--- config.mk ---
export PLATFORM = sky130hd
export DESIGN_NAME = ntt_host_ctrl_flat
export DESIGN_NICKNAME = d
export VERILOG_FILES = /design/src/rtl/ntt_host_ctrl_if.sv /design/src/rtl/ntt_host_ctrl.sv /design/src/flat_wrapper.sv
export SDC_FILE = /design/constraint.sdc
export NUM_CORES = 1
export LEC_CHECK = 0
export ABC_AREA = 1
export BUFFER_PORTS_ARGS = -buffer_cell sky130_fd_sc_hd__buf_4
export CAP_MARGIN = 40
export CORE_MARGIN = 2
export CORE_UTILIZATION = 37
export CTS_CLUSTER_DIAMETER = 120
export DETAILED_ROUTE_END_ITERATION = 10
export GPL_ROUTABILITY_DRIVEN = 0
export PLACE_DENSITY = 0.61
export SYNTH_ARGS = -nofsm -noshare
export SYNTH_HDL_FRONTEND = slang
export SYNTH_SLANG_ARGS = --single-unit
--- constraint.sdc ---
create_clock -name clk_i -period 2.5 [get_ports clk_i]
set_input_delay 0 -clock clk_i [delete_from_list [all_inputs] [get_ports clk_i]]
set_output_delay 0 -clock clk_i [all_outputs]
set_load 0.05 [all_outputs]
--- src/rtl/ntt_host_ctrl_if.sv ---
`default_nettype none
// ============================================================================
//  Module      : ntt_host_ctrl_if
//  Description : Bundles the host word stream, coefficient-memory port,
//                NTT core start/done handshake, UART TX byte handshake and
//                status flags of ntt_host_ctrl.
//                master : the controller side (ntt_host_ctrl)
//                slave  : the surrounding system (assembler, RAM, core, TX)
//  Ports       : word_data_i/word_addr_i/word_valid_i/load_done_i  host stream
//                mem_we_o/mem_addr_o/mem_wdata_o/mem_rdata_i        RAM port
//                ntt_start_o/ntt_done_i                             core
//                tx_byte_o/tx_valid_o/tx_ready_i                    UART TX
//                busy_o/err_o                                       status
//  Revision    : 1.0  initial release
// ============================================================================
interface ntt_host_ctrl_if #(
    parameter int AW = 8
) ();
    logic [31:0]   word_data_i;
    logic [31:0]   word_addr_i;
    logic          word_valid_i;
    logic          load_done_i;
    logic          mem_we_o;
    logic [AW-1:0] mem_addr_o;
    logic [31:0]   mem_wdata_o;
    logic [31:0]   mem_rdata_i;
    logic          ntt_start_o;
    logic          ntt_done_i;
    logic [7:0]    tx_byte_o;
    logic          tx_valid_o;
    logic          tx_ready_i;
    logic          busy_o;
    logic          err_o;

    modport master (
        input  word_data_i, word_addr_i, word_valid_i, load_done_i,
               mem_rdata_i, ntt_done_i, tx_ready_i,
        output mem_we_o, mem_addr_o, mem_wdata_o, ntt_start_o,
               tx_byte_o, tx_valid_o, busy_o, err_o
    );

    modport slave (
        output word_data_i, word_addr_i, word_valid_i, load_done_i,
               mem_rdata_i, ntt_done_i, tx_ready_i,
        input  mem_we_o, mem_addr_o, mem_wdata_o, ntt_start_o,
               tx_byte_o, tx_valid_o, busy_o, err_o
    );
endinterface
`default_nettype wire

--- src/rtl/ntt_host_ctrl.sv ---
`default_nettype none
// ============================================================================
//  Module      : ntt_host_ctrl
//  Description : Runs one host-driven NTT job: stores incoming coefficient
//                words in RAM, pulses the core start, waits for completion,
//                then reads every result word back and streams it to the
//                UART transmitter as four little-endian bytes.
//  Parameters  : N  - coefficients per job (power of two)
//                AW - memory address width, log2(N)
//  Ports       : clk_i  - system clock, rising edge
//                rst_i  - synchronous active-high reset
//                bus    - ntt_host_ctrl_if.master (host stream, RAM port,
//                         core handshake, TX byte handshake, busy/err)
//  Options     : NTT_CTRL_CHECKSUM_EN - when defined, one extra word holding
//                the XOR of all result words is sent after the last result.
//  Revision    : 1.0  initial release
// ============================================================================
module ntt_host_ctrl #(
    parameter int N  = 256,
    parameter int AW = 8
) (
    input  wire logic       clk_i,
    input  wire logic       rst_i,
    ntt_host_ctrl_if.master bus
);

    typedef enum logic [2:0] {
        S_IDLE    = 3'd0,
        S_LOAD    = 3'd1,
        S_START   = 3'd2,
        S_WAIT    = 3'd3,
        S_RD_ADDR = 3'd4,
        S_RD_DATA = 3'd5,
        S_SEND    = 3'd6,
        S_FINISH  = 3'd7
    } state_t;

    // Read index is one bit wider than the address so N itself is
    // representable (used as the "checksum word" marker).
    localparam logic [AW:0] C_N    = (AW+1)'(N);
    localparam logic [AW:0] C_LAST = (AW+1)'(N - 1);
    localparam logic [AW:0] C_ONE  = (AW+1)'(1);

    state_t        state_q,     state_d;
    logic [AW:0]   load_cnt_q,  load_cnt_d;
    logic [AW:0]   rd_idx_q,    rd_idx_d;
    logic [1:0]    byte_idx_q,  byte_idx_d;
    logic [31:0]   shift_q,     shift_d;
    logic          mem_we_q,    mem_we_d;
    logic [AW-1:0] mem_addr_q,  mem_addr_d;
    logic [31:0]   mem_wdata_q, mem_wdata_d;
    logic          err_q,       err_d;
`ifdef NTT_CTRL_CHECKSUM_EN
    logic [31:0]   csum_q,      csum_d;
`endif

    logic          w_addr_ok;
    logic          w_load_phase;
    logic [AW:0]   w_rd_next;

    assign w_addr_ok    = (bus.word_addr_i[31:AW] == '0);
    assign w_load_phase = (state_q == S_IDLE) || (state_q == S_LOAD);
    assign w_rd_next    = rd_idx_q + C_ONE;

    // ------------------------------------------------------------------
    // State and datapath registers
    // ------------------------------------------------------------------
    always_ff @(posedge clk_i) begin
        if (rst_i) begin
            state_q     <= S_IDLE;
            load_cnt_q  <= '0;
            rd_idx_q    <= '0;
            byte_idx_q  <= '0;
            shift_q     <= '0;
            mem_we_q    <= 1'b0;
            mem_addr_q  <= '0;
            mem_wdata_q <= '0;
            err_q       <= 1'b0;
`ifdef NTT_CTRL_CHECKSUM_EN
            csum_q      <= '0;
`endif
        end else begin
            state_q     <= state_d;
            load_cnt_q  <= load_cnt_d;
            rd_idx_q    <= rd_idx_d;
            byte_idx_q  <= byte_idx_d;
            shift_q     <= shift_d;
            mem_we_q    <= mem_we_d;
            mem_addr_q  <= mem_addr_d;
            mem_wdata_q <= mem_wdata_d;
            err_q       <= err_d;
`ifdef NTT_CTRL_CHECKSUM_EN
            csum_q      <= csum_d;
`endif
        end
    end

    // ------------------------------------------------------------------
    // Next-state and datapath logic
    // ------------------------------------------------------------------
    always_comb begin
        state_d     = state_q;
        load_cnt_d  = load_cnt_q;
        rd_idx_d    = rd_idx_q;
        byte_idx_d  = byte_idx_q;
        shift_d     = shift_q;
        mem_we_d    = 1'b0;
        mem_addr_d  = mem_addr_q;
        mem_wdata_d = mem_wdata_q;
        err_d       = err_q;
`ifdef NTT_CTRL_CHECKSUM_EN
        csum_d      = csum_q;
`endif

        // Host words are accepted in IDLE and LOAD alike; this also covers
        // a strobe that coincides with load_done_i. Anywhere else the strobe
        // is a protocol error and the port is left untouched.
        if (bus.word_valid_i) begin
            if (w_load_phase) begin
                if (w_addr_ok) begin
                    mem_we_d    = 1'b1;
                    mem_addr_d  = bus.word_addr_i[AW-1:0];
                    mem_wdata_d = bus.word_data_i;
                end else begin
                    err_d = 1'b1;
                end
                if (load_cnt_q != C_N) begin
                    load_cnt_d = load_cnt_q + C_ONE;
                end
            end else begin
                err_d = 1'b1;
            end
        end

        case (state_q)
            S_IDLE: begin
                // load_done_i alone is ignored here: nothing has arrived yet.
                if (bus.word_valid_i) begin
                    state_d = S_LOAD;
                end
            end
            S_LOAD: begin
                if (bus.load_done_i) begin
                    state_d = S_START;
                end
            end
            S_START: begin
                state_d = S_WAIT;
            end
            S_WAIT: begin
                if (bus.ntt_done_i) begin
                    rd_idx_d   = '0;
                    mem_addr_d = '0;
`ifdef NTT_CTRL_CHECKSUM_EN
                    csum_d     = '0;
`endif
                    state_d    = S_RD_ADDR;
                end
            end
            S_RD_ADDR: begin
                // Address already registered on entry; RAM answers next cycle.
                state_d = S_RD_DATA;
            end
            S_RD_DATA: begin
                shift_d    = bus.mem_rdata_i;
                byte_idx_d = 2'd0;
`ifdef NTT_CTRL_CHECKSUM_EN
                csum_d     = csum_q ^ bus.mem_rdata_i;
`endif
                state_d    = S_SEND;
            end
            S_SEND: begin
                if (bus.tx_ready_i) begin
                    byte_idx_d = byte_idx_q + 2'd1;
                    if (byte_idx_q == 2'd3) begin
`ifdef NTT_CTRL_CHECKSUM_EN
                        if (rd_idx_q == C_N) begin
                            state_d = S_FINISH;
                        end else if (rd_idx_q == C_LAST) begin
                            // rd_idx == N marks the checksum word in flight.
                            rd_idx_d   = C_N;
                            shift_d    = csum_q;
                            byte_idx_d = 2'd0;
                            state_d    = S_SEND;
                        end else begin
                            rd_idx_d   = w_rd_next;
                            mem_addr_d = w_rd_next[AW-1:0];
                            state_d    = S_RD_ADDR;
                        end
`else
                        if (rd_idx_q == C_LAST) begin
                            state_d = S_FINISH;
                        end else begin
                            rd_idx_d   = w_rd_next;
                            mem_addr_d = w_rd_next[AW-1:0];
                            state_d    = S_RD_ADDR;
                        end
`endif
                    end
                end
            end
            S_FINISH: begin
                state_d = S_FINISH;
            end
            default: begin
                state_d = S_IDLE;
            end
        endcase
    end

    // ------------------------------------------------------------------
    // Outputs
    // ------------------------------------------------------------------
    assign bus.mem_we_o    = mem_we_q;
    assign bus.mem_addr_o  = mem_addr_q;
    assign bus.mem_wdata_o = mem_wdata_q;
    assign bus.ntt_start_o = (state_q == S_START);
    assign bus.tx_valid_o  = (state_q == S_SEND);
    assign bus.tx_byte_o   = shift_q[{byte_idx_q, 3'b000} +: 8];
    assign bus.busy_o      = (state_q != S_IDLE) && (state_q != S_FINISH);
    assign bus.err_o       = err_q;

endmodule
`default_nettype wire

--- src/flat_wrapper.sv ---
// flat-port wrapper written by rule: the top's interface ports become plain ports
module ntt_host_ctrl_flat 
#(
    parameter int N  = 256,
    parameter int AW = 8
)
  (clk_i, rst_i, bus_word_data_i, bus_word_addr_i, bus_word_valid_i, bus_load_done_i, bus_mem_rdata_i, bus_ntt_done_i, bus_tx_ready_i, bus_mem_we_o, bus_mem_addr_o, bus_mem_wdata_o, bus_ntt_start_o, bus_tx_byte_o, bus_tx_valid_o, bus_busy_o, bus_err_o);
  ntt_host_ctrl_if #(.AW(AW)) bus_i ();
  input  wire logic clk_i;
  input  wire logic rst_i;
  input wire logic [$bits(bus_i.word_data_i)-1:0] bus_word_data_i;
  input wire logic [$bits(bus_i.word_addr_i)-1:0] bus_word_addr_i;
  input wire logic [$bits(bus_i.word_valid_i)-1:0] bus_word_valid_i;
  input wire logic [$bits(bus_i.load_done_i)-1:0] bus_load_done_i;
  input wire logic [$bits(bus_i.mem_rdata_i)-1:0] bus_mem_rdata_i;
  input wire logic [$bits(bus_i.ntt_done_i)-1:0] bus_ntt_done_i;
  input wire logic [$bits(bus_i.tx_ready_i)-1:0] bus_tx_ready_i;
  output wire logic [$bits(bus_i.mem_we_o)-1:0] bus_mem_we_o;
  output wire logic [$bits(bus_i.mem_addr_o)-1:0] bus_mem_addr_o;
  output wire logic [$bits(bus_i.mem_wdata_o)-1:0] bus_mem_wdata_o;
  output wire logic [$bits(bus_i.ntt_start_o)-1:0] bus_ntt_start_o;
  output wire logic [$bits(bus_i.tx_byte_o)-1:0] bus_tx_byte_o;
  output wire logic [$bits(bus_i.tx_valid_o)-1:0] bus_tx_valid_o;
  output wire logic [$bits(bus_i.busy_o)-1:0] bus_busy_o;
  output wire logic [$bits(bus_i.err_o)-1:0] bus_err_o;
  assign bus_i.word_data_i = bus_word_data_i;
  assign bus_i.word_addr_i = bus_word_addr_i;
  assign bus_i.word_valid_i = bus_word_valid_i;
  assign bus_i.load_done_i = bus_load_done_i;
  assign bus_i.mem_rdata_i = bus_mem_rdata_i;
  assign bus_i.ntt_done_i = bus_ntt_done_i;
  assign bus_i.tx_ready_i = bus_tx_ready_i;
  assign bus_mem_we_o = bus_i.mem_we_o;
  assign bus_mem_addr_o = bus_i.mem_addr_o;
  assign bus_mem_wdata_o = bus_i.mem_wdata_o;
  assign bus_ntt_start_o = bus_i.ntt_start_o;
  assign bus_tx_byte_o = bus_i.tx_byte_o;
  assign bus_tx_valid_o = bus_i.tx_valid_o;
  assign bus_busy_o = bus_i.busy_o;
  assign bus_err_o = bus_i.err_o;
  ntt_host_ctrl #(.N(N), .AW(AW)) u_core (.clk_i(clk_i), .rst_i(rst_i), .bus(bus_i));
endmodule
==> reports/results.ini, run 1 <==
[final_layout]
ff_latch_area_sq_um = 1760
multi_input_area_sq_um = 1820
area_growth_pct = 53.1
n_fill_cell = 975
layout.nets = 872
drive_above_1_share = 0.250

[timing]
fin_crit_ns = 2.07
fmax_mhz = 483
grt_setup_unrepaired = false
tightest_slew_ns = 0.634
fin_hold_ws_ns = 0.0124
drv_slew = 0
post-route-period-util = 0.829
setup_tns_ns = 0
final-hold-violation-count = 0
finalSetupViolCount = 0
skew_ns = 0.0119
relSlewSlack = 0.577

[floorplan]
pin_count = 155
die_h_um = 108
dieArea_sq_um = 11600
core_sq_um = 10400
die_w_um = 108
rows = 37
start_util = 0.384

[worst_setup_path]
end_kind = flip-flop
cp.required_ns = 2.79
cp-start-kind = flip-flop
criticalPathCategory = flip-flop to flip-flop
cp_max_fo = 16
worstPathArrival_ns = 2.36

[routing]
wl_met3_um = 800
met1_length_mm = 5.28
wl_mm = 12.1
top_layer = met4
dr.pass1.iters = 7
avgViaCountPerCell = 4.76
wl_met2_mm = 5.89
wire_per_inst_um = 13.4
vias = 4328
ant_nets = 0
drtIter0Drc = 132
drc = 0

[power]
irDropWorstVdd_v = 0.000383
power_density_nw_per_um2 = 539
finalPower_uw = 3290
p_leak_uw = 0.00262

[cts]
cts_buffer_depth = 2
h-tree-depth = 3
post_cts.repair.setup_buffers = 0
numCtsBuffers = 9
cts.clk_slew.worst_paths_ns = 0.09
clk_latency_ns = 0.36
cts-root-buf = clkbuf_8
cts_sinks = 88
cts_tree = yes

[yosys]
avgSynthCellArea_sq_um = 7.07
yosysUniqueCellTypes = 32
synthCells = 564
synth_warnings = 0
synth_nets = 669
seq_area_frac_synth = 0.442
yosys_register_bits = 88
synth_area_sq_um = 3990

[worst_hold_path]
hp-class = primary input to flip-flop

[placed_design]
io_buffers = 154
hpwlAfterDp_mm = 8.14

[job]
cap_viol_max_count = 0

[outcome]
status = finished, final reports clean

[global_routing]
grt_max_degree = 66
antenna_found_initial = 0
grt_util_all_layers = 0.208
grt_pass1_wl_mm = 19.4
grt_pass1_vias = 4208
overflow = 0

cells in the mapped netlist, drive strengths merged:
cell,count,area share
dfxtp,88,0.44
buf,10,0.016
inv,68,0.064
nor3,2,0.0038
xor2,3,0.0066
nand3,18,0.025
a21oi,109,0.14
a31o,1,0.0022
or2,3,0.0047
nand3b,6,0.011
nand4,2,0.0031
ha,3,0.0094
nor3b,1,0.0019
clkbuf,25,0.024
and2,2,0.0031
o21ai,77,0.10
nand2,65,0.063
nor2,79,0.079
o211ai,1,0.0019
a211oi,1,0.0019
cells in the final DEF, fill, tap and decap left out, types with 3 or more instances in the layout:
cell type / instances
inv_2: 3
clkbuf_8: 10
nand3b_1: 6
dfxtp_1: 88
nor2_1: 74
ha_1: 3
dlygate4sd3_1: 67
inv_1: 65
nand3_2: 3
inv_6: 3
xor2_1: 3
buf_4: 159
a21oi_1: 109
nor2_2: 4
nand2_1: 64
o21ai_0: 75
nand3_1: 15
per-stage QoR:
stage               utilization  worst slack [ns]  instance area (sq um)  instances
detailed placement        0.503             0.435                   5220        825
global route              0.588             0.211                   6100        908
floorplan                     -             0.546                   3990        564
global placement          0.503             0.507                   5220        825
finish                    0.588             0.428                   6100        909
CTS                       0.588             0.419                   6100        908
what timing repair did:
action | 4_1_cts | 5_1_grt
gates resized for setup | 0 | 0
endpoints found under the hold margin | 83 | 0
hold buffers | 67 | 0
final cells by class:
cell class                 instances  share of cell area
timing repair buffer             227               0.309
multi-input combinational        373               0.298
sequential                        88               0.289
inverter                          68              0.0418
tap                              136              0.0279
clock buffer                      10              0.0226
clock inverter                     6              0.0121
antenna                            1            0.000410
logic make-up after synthesis:
group	share of synthesized area
simple gates	0.195
buf+inv	0.104
fa+ha+maj	0.00942
compound gates	0.243
xor+xnor	0.00659
flops	0.442
state kept, by name, indices dropped and copies added (netlist names):
register                flops
u_core.bus.mem_wdata_o     32
u_core.bus.err_o            1
u_core.state_q              3
u_core.rd_idx_q             9
u_core.shift_q             32
u_core.bus.mem_addr_o       8
u_core.bus.mem_we_o         1
u_core.byte_idx_q           2
routing by layer:
layer	up-vias	GRT usage
met1	1942	0.252
met5	-	0
met4	0	0.0632
met2	134	0.350
met3	16	0.0660
li1	2236	-
report_power, final:
| part | switching (uW) | internal, uW | total [uW] |
|---|---|---|---|
| registers | 42.4 | 1450 | 1490 |
| logic | 424 | 312 | 736 |
| clock network | 557 | 504 | 1060 |
worst max-delay path, stage by stage, from the launching register on:
cell     delay [ns]
dfxtp_1        0.37
ha_1           0.18
nand2_1        0.05
inv_1          0.09
nand3_1        0.10
nor3b_1        0.20
ha_1           0.22
nor2_2         0.08
o21ai_4        0.40
nand3_1        0.16
a21oi_1        0.15
worst paths after layout:
path,start,end,slack (ns),cells past startpoint
setup reg to reg,u_core.rd_idx_q[0],u_core.bus.mem_addr_o[0],0.43,10
setup / recovery,u_core.rd_idx_q[0],u_core.bus.mem_addr_o[0],0.43,10
hold / removal,bus_word_addr_i[3],u_core.bus.mem_addr_o[3],0.01,4
hold reg to reg,u_core.shift_q[22],u_core.shift_q[22],0.45,2
Note: power is estimated with default switching activity, not from simulation.
==> run 2: changes to the inputs <==
ABC_AREA = 0   (was 1)
PLACE_DENSITY = 0.65   (was 0.61)
clock period = 1.7 ns   (was 2.5 ns; I/O delays follow)
==> run 2 against run 1 <==
Net effect:
- the run now ends with negative setup slack left
- total power increased by 44%
- global-route usage rose by 0.61 points
- maximum frequency grew 4.2%
- non-clock buffer count rose by 36
- cell count fell by 8.1%
- synthesized cell count fell by 19%
- register-to-register slack worse by 0.72 ns
- clock skew up 0.0043 ns
- via count is 5.0% lower
- clock power grew 38%
- core utilization increased by 6.3 points
- critical path type unchanged
- largest power group unchanged
==> reports/results.ini, run 2 <==
[outcome]
status = complete, but fails checks
violations = negative setup slack

[cts]
numCtsBuffers = 9
cts.clk_slew.worst_paths_ns = 0.10
clk_latency_ns = 0.35
cts-root-buf = clkbuf_8
cts_sinks = 88
h-tree-depth = 3
cts_buffer_depth = 2
cts_tree = yes

[timing]
fin_hold_ws_ns = 0.0625
fin_crit_ns = 1.99
post-route-period-util = 1.17
final-hold-violation-count = 0
grt_setup_unrepaired = true
fmax_mhz = 503
tightest_slew_ns = 0.590
finalSetupViolCount = 18
skew_ns = 0.0162
relSlewSlack = 0.606
drv_slew = 0
fin_ws_ns = -0.287

[placed_design]
hpwlAfterDp_mm = 7.80
io_buffers = 154
placedCellCount = 739
dpl_cell_area_sq_um = 5230

[power]
p_leak_uw = 0.00258
irDropWorstVdd_v = 0.000739
power_density_nw_per_um2 = 742

[worst_setup_path]
r2r_start = u_core.rd_idx_q[1]
cp-start-kind = flip-flop
criticalPathCategory = flip-flop to flip-flop
end_kind = flip-flop
worstPathArrival_ns = 2.27
cp.required_ns = 1.98
cp_max_fo = 8
crit_start = u_core.rd_idx_q[1]

[global_routing]
grt_util_all_layers = 0.214
grt_max_degree = 44
antenna_found_initial = 0
grt_pass1_wl_mm = 19.1
grt_pass1_vias = 3977
overflow = 0

[final_layout]
n_fill_cell = 766
final_cell_mix = 181 x buf_4, 143 x nand2_1, 86 x dfxtp_1
layout.nets = 802
area_growth_pct = 71.2
layout_commonest_cell = buf_4
drive_above_1_share = 0.355
ff_latch_area_sq_um = 1770
fin_cells = 835
multi_input_area_sq_um = 1970
postLayoutCoreUtil = 0.652
antenna_cells = 0
stdcell_area_sq_um = 6370

[yosys]
async_reset_ff_frac = 0
yosysMostFrequentCell = nand2_1
yosysUniqueCellTypes = 44
yosys_register_bits = 88
seq_area_frac_synth = 0.473
synthCells = 456
avgSynthCellArea_sq_um = 8.16
synth_warnings = 0
synth_ff_type = dfxtp_1
synth_largest_area_cell = dfxtp_1
synth_edf_count = 0
netlist.area_leader.share = 0.473
synth_area_sq_um = 3720
synth_common_cells = 143 x nand2_1, 88 x dfxtp_1, 76 x a21oi_1
synth.area.top_cells = dfxtp_1 47%, nand2_1 14%, a21oi_1 10%, mux4_2 4.8%, clkbuf_1 2.6%
synth_nets = 561

[worst_hold_path]
hp-class = primary input to flip-flop
min-delay-start = bus_word_addr_i[2]

[floorplan]
start_util = 0.381
pin_count = 155
rows = 36
dieArea_sq_um = 10900
die_w_um = 104
die_h_um = 104
core_sq_um = 9770

[routing]
wire_per_inst_um = 14.5
dr.pass1.iters = 4
ant_nets = 0
drtIter0Drc = 153
wl_mm = 12.1
drc = 0
vias = 4112
avgViaCountPerCell = 4.92

[job]
cap_viol_max_count = 0

==> run 2: changes by cell type after synthesis, moves of 7 or more <==
cell,change
nand2_1,+79
nor4_1,+7
mux4_2,+8
o21ai_0,-67
mux2i_1,+8
inv_1,-60
nor2_1,-53
a21oi_1,-33
o22ai_1,+7
nand3_1,-11
==> run 2: final cells by class <==
cell class | count | share of cell area
Multi-Input combinational cell | 330 | 0.310
Clock buffer | 10 | 0.0234
Sequential cell | 88 | 0.278
Inverter | 5 | 0.00295
Tap cell | 133 | 0.0261
Timing Repair Buffer | 263 | 0.352
Clock inverter | 6 | 0.00806
==> run 2: path summary, 6_finish.rpt <==
check,to,slack [ns],cells past startpoint
setup / recovery,u_core.rd_idx_q[5],-0.29,10
hold / removal,u_core.bus.mem_addr_o[2],0.06,3
setup reg to reg,u_core.rd_idx_q[5],-0.29,10
hold reg to reg,u_core.bus.mem_wdata_o[2],0.45,2
==> run 2: power breakdown <==
group | switching [uW] | internal, uW | total (uW)
Sequential | 37.7 | 2110 | 2150
Clock | 810 | 648 | 1460
Combinational | 576 | 540 | 1120
Total | 1420 | 3300 | 4720
==> run 2: cell families (layout without fill, tap and decap cells) <==
family                   Yosys count  in the layout  share of synthesized area
adder cells (fa/ha/maj)            3              3                     0.0101
AND/OR/NAND/NOR                  201            201                      0.236
buffers and inverters             38            284                     0.0444
flip-flops                        88             88                      0.473
XOR/XNOR                           6              6                     0.0141
multiplexers                      16             16                     0.0699
AO/OA/AOI/OAI                    104            104                      0.152
==> run 2: layer usage <==
layer	vias up	GRT usage	routed length (um)
met5	-	0	0
met4	0	0.100	436
met3	36	0.0307	418
met2	110	0.378	6220
met1	1931	0.253	4990
li1	2035	-	-
==> run 2: worst max-delay path: stages, from the launching register on <==
cell and delay [ns]:
dfxtp_4 0.37, ha_4 0.16, nand3_4 0.09, nor2_4 0.04, and3_4 0.16, ha_4 0.16, or3_4 0.38, buf_4 0.16
nor2_1 0.12, o21ai_0 0.13, a21oi_2 0.15
==> run 2: what timing repair did <==
item                                    in CTS  in global routing
setup buffers                                4                  4
hold buffers                                73                  0
pin swaps                                    8                 13
endpoints found under the setup margin      19                 43
endpoints found under the hold margin       72                  0
resized for setup                           11                 24
==> run 2: stage by stage <==
step,setup TNS [ns],setup WS (ns),total power [uW]
floorplan,-2.61,-0.301,2750
global placement,-2.13,-0.192,3080
detailed placement,-2.57,-0.236,3100
CTS,-2.55,-0.255,4700
global route,-4.32,-0.370,4940
finish,-3.20,-0.287,4720
==> run 3: changes to the inputs <==
ABC_CLOCK_PERIOD_IN_PS = 2200   (was default)
CTS_CLUSTER_DIAMETER = 30   (was 120)
PLACE_DENSITY = 0.62   (was 0.65)
clock period = 2.2 ns   (was 1.7 ns; I/O delays follow)
==> run 3 against run 2 <==
Net effect:
- count of clock-buffer cells in the layout unchanged
- maximum frequency down 5.1%
- the run now ends clean
- sequential power decreased by 22%
- first-iteration DRC count stayed put
==> reports/results.ini, run 3 (synthesis gave the netlist of run 2 again) <==
[routing]
drtIter0Drc = 153
dr.pass1.iters = 4
avgViaCountPerCell = 4.89
ant_nets = 0
wire_per_inst_um = 14.4
drc = 0
vias = 3994
wl_mm = 11.8

[worst_setup_path]
path_cells = ha_2, nand3_4, nor2_2, and3_1, ha_2, or3_4, or4_1, a21oi_1
r2r_start = u_core.rd_idx_q[1]
path_buf_inv = 0
slowest_delay_ns = 0.49
cp.required_ns = 2.48
cp_max_fo = 7
crit_start = u_core.rd_idx_q[1]
cpMostUsedCell = ha_2
cp-start-kind = flip-flop
criticalPathCategory = flip-flop to flip-flop
crit_family = simple AND/OR/NAND/NOR gates
end_kind = flip-flop
critical_path.slowest_cell = or4_1
worstPathArrival_ns = 2.37

[timing]
finalSetupViolCount = 0
skew_ns = 0.0100
tightest_slew_ns = 0.602
drv_slew = 0
post-route-period-util = 0.952
relSlewSlack = 0.599
fin_crit_ns = 2.09
fin_hold_ws_ns = 0.0208
final-hold-violation-count = 0
fin_ws_ns = 0.105
setup_tns_ns = 0
grt_setup_unrepaired = false
fmax_mhz = 477

[final_layout]
antenna_cells = 0
layout_commonest_cell = buf_4
final_cell_mix = 171 x buf_4, 143 x nand2_1, 87 x dfxtp_1
n_fill_cell = 861
area_growth_pct = 62.1
layout.nets = 784
drive_above_1_share = 0.300

[global_routing]
grt_util_all_layers = 0.211
grt_pass1_wl_mm = 18.8
overflow = 0
antenna_found_initial = 0
grt_pass1_vias = 3922
grt_max_degree = 49

[cts]
cts_tree = yes
h-tree-depth = 3
cts_buffer_depth = 2
cts_sinks = 88
numCtsBuffers = 9
cts-root-buf = clkbuf_8
cts.clk_slew.worst_paths_ns = 0.08
clk_latency_ns = 0.35

[floorplan]
die_w_um = 104
rows = 36
start_util = 0.381
pin_count = 155
die_h_um = 104
core_sq_um = 9770
dieArea_sq_um = 10900

[worst_hold_path]
min-delay-start = bus_word_addr_i[2]
hp-class = primary input to flip-flop

[outcome]
status = finished, final reports clean

[placed_design]
post-place-ws_ns = 0.0495
hpwlAfterDp_mm = 7.67
io_buffers = 154

[job]
cap_viol_max_count = 0

[power]
p_leak_uw = 0.00243
irDropWorstVdd_v = 0.000562
power_density_nw_per_um2 = 627

==> run 3: cell types whose count changed in the layout (fill, tap and decap cells not counted), sizes merged <==
cell and delta:
buf -18, bufinv +3, clkinv +1, clkinvlp -1
inv -4
==> run 3: through the flow <==
step / power, uW / utilization / cells / instance area, sq um
floorplan: 2110 / - / 456 / 3740
global placement: 2370 / 0.518 / 727 / 5060
detailed placement: 2380 / 0.518 / 727 / 5060
CTS: 3810 / 0.616 / 815 / 6020
global route: 3940 / 0.617 / 816 / 6030
finish: 3780 / 0.617 / 816 / 6030
==> run 3: area by class of cell <==
cell class | instances | area (sq um) | share of cell area
well taps | 133 | 166 | 0.0276
multi-input cells | 330 | 1820 | 0.301
repair buffers | 245 | 2030 | 0.337
clock buffers | 10 | 128 | 0.0212
flip-flops and latches | 88 | 1760 | 0.292
inverters | 5 | 18.8 | 0.00311
clock inverters | 5 | 104 | 0.0172
==> run 3: path summary, 6_finish.rpt <==
kind                               to  slack (ns)  cells after the start
max                u_core.rd_idx_q[7]        0.11                      8
min          u_core.bus.mem_addr_o[2]        0.02                      3
max reg2reg        u_core.rd_idx_q[7]        0.11                      8
min reg2reg        u_core.shift_q[23]        0.46                      2
==> run 3: worst min-delay path, cell delays in order <==
cell and delay, ns:
buf_4 0.11, mux2i_1 0.13, a211oi_1 0.09
==> run 3: what timing repair did <==
item                                    4_1_cts  5_1_grt
resized for setup                             0        0
hold buffers                                 73        0
endpoints found under the setup margin        0        2
setup buffers                                 0        1
hold endpoints to repair                     72        0
==> run 3: layer usage <==
| metal | share of wire | routed length, um | GRT usage | vias up |
|---|---|---|---|---|
| met1 | 0.43 | 5060 | 0.257 | 1856 |
| met5 | 0 | 0 | 0 | - |
| met3 | 0.045 | 527 | 0.0338 | 27 |
| li1 | - | - | - | 1994 |
| met2 | 0.49 | 5810 | 0.361 | 117 |
| met4 | 0.033 | 391 | 0.102 | 0 |
==> run 3: report_power, final <==
| part | internal, uW | switching, uW |
|---|---|---|
| combinational | 377 | 402 |
| sequential | 1630 | 42.8 |
| clock | 752 | 575 |
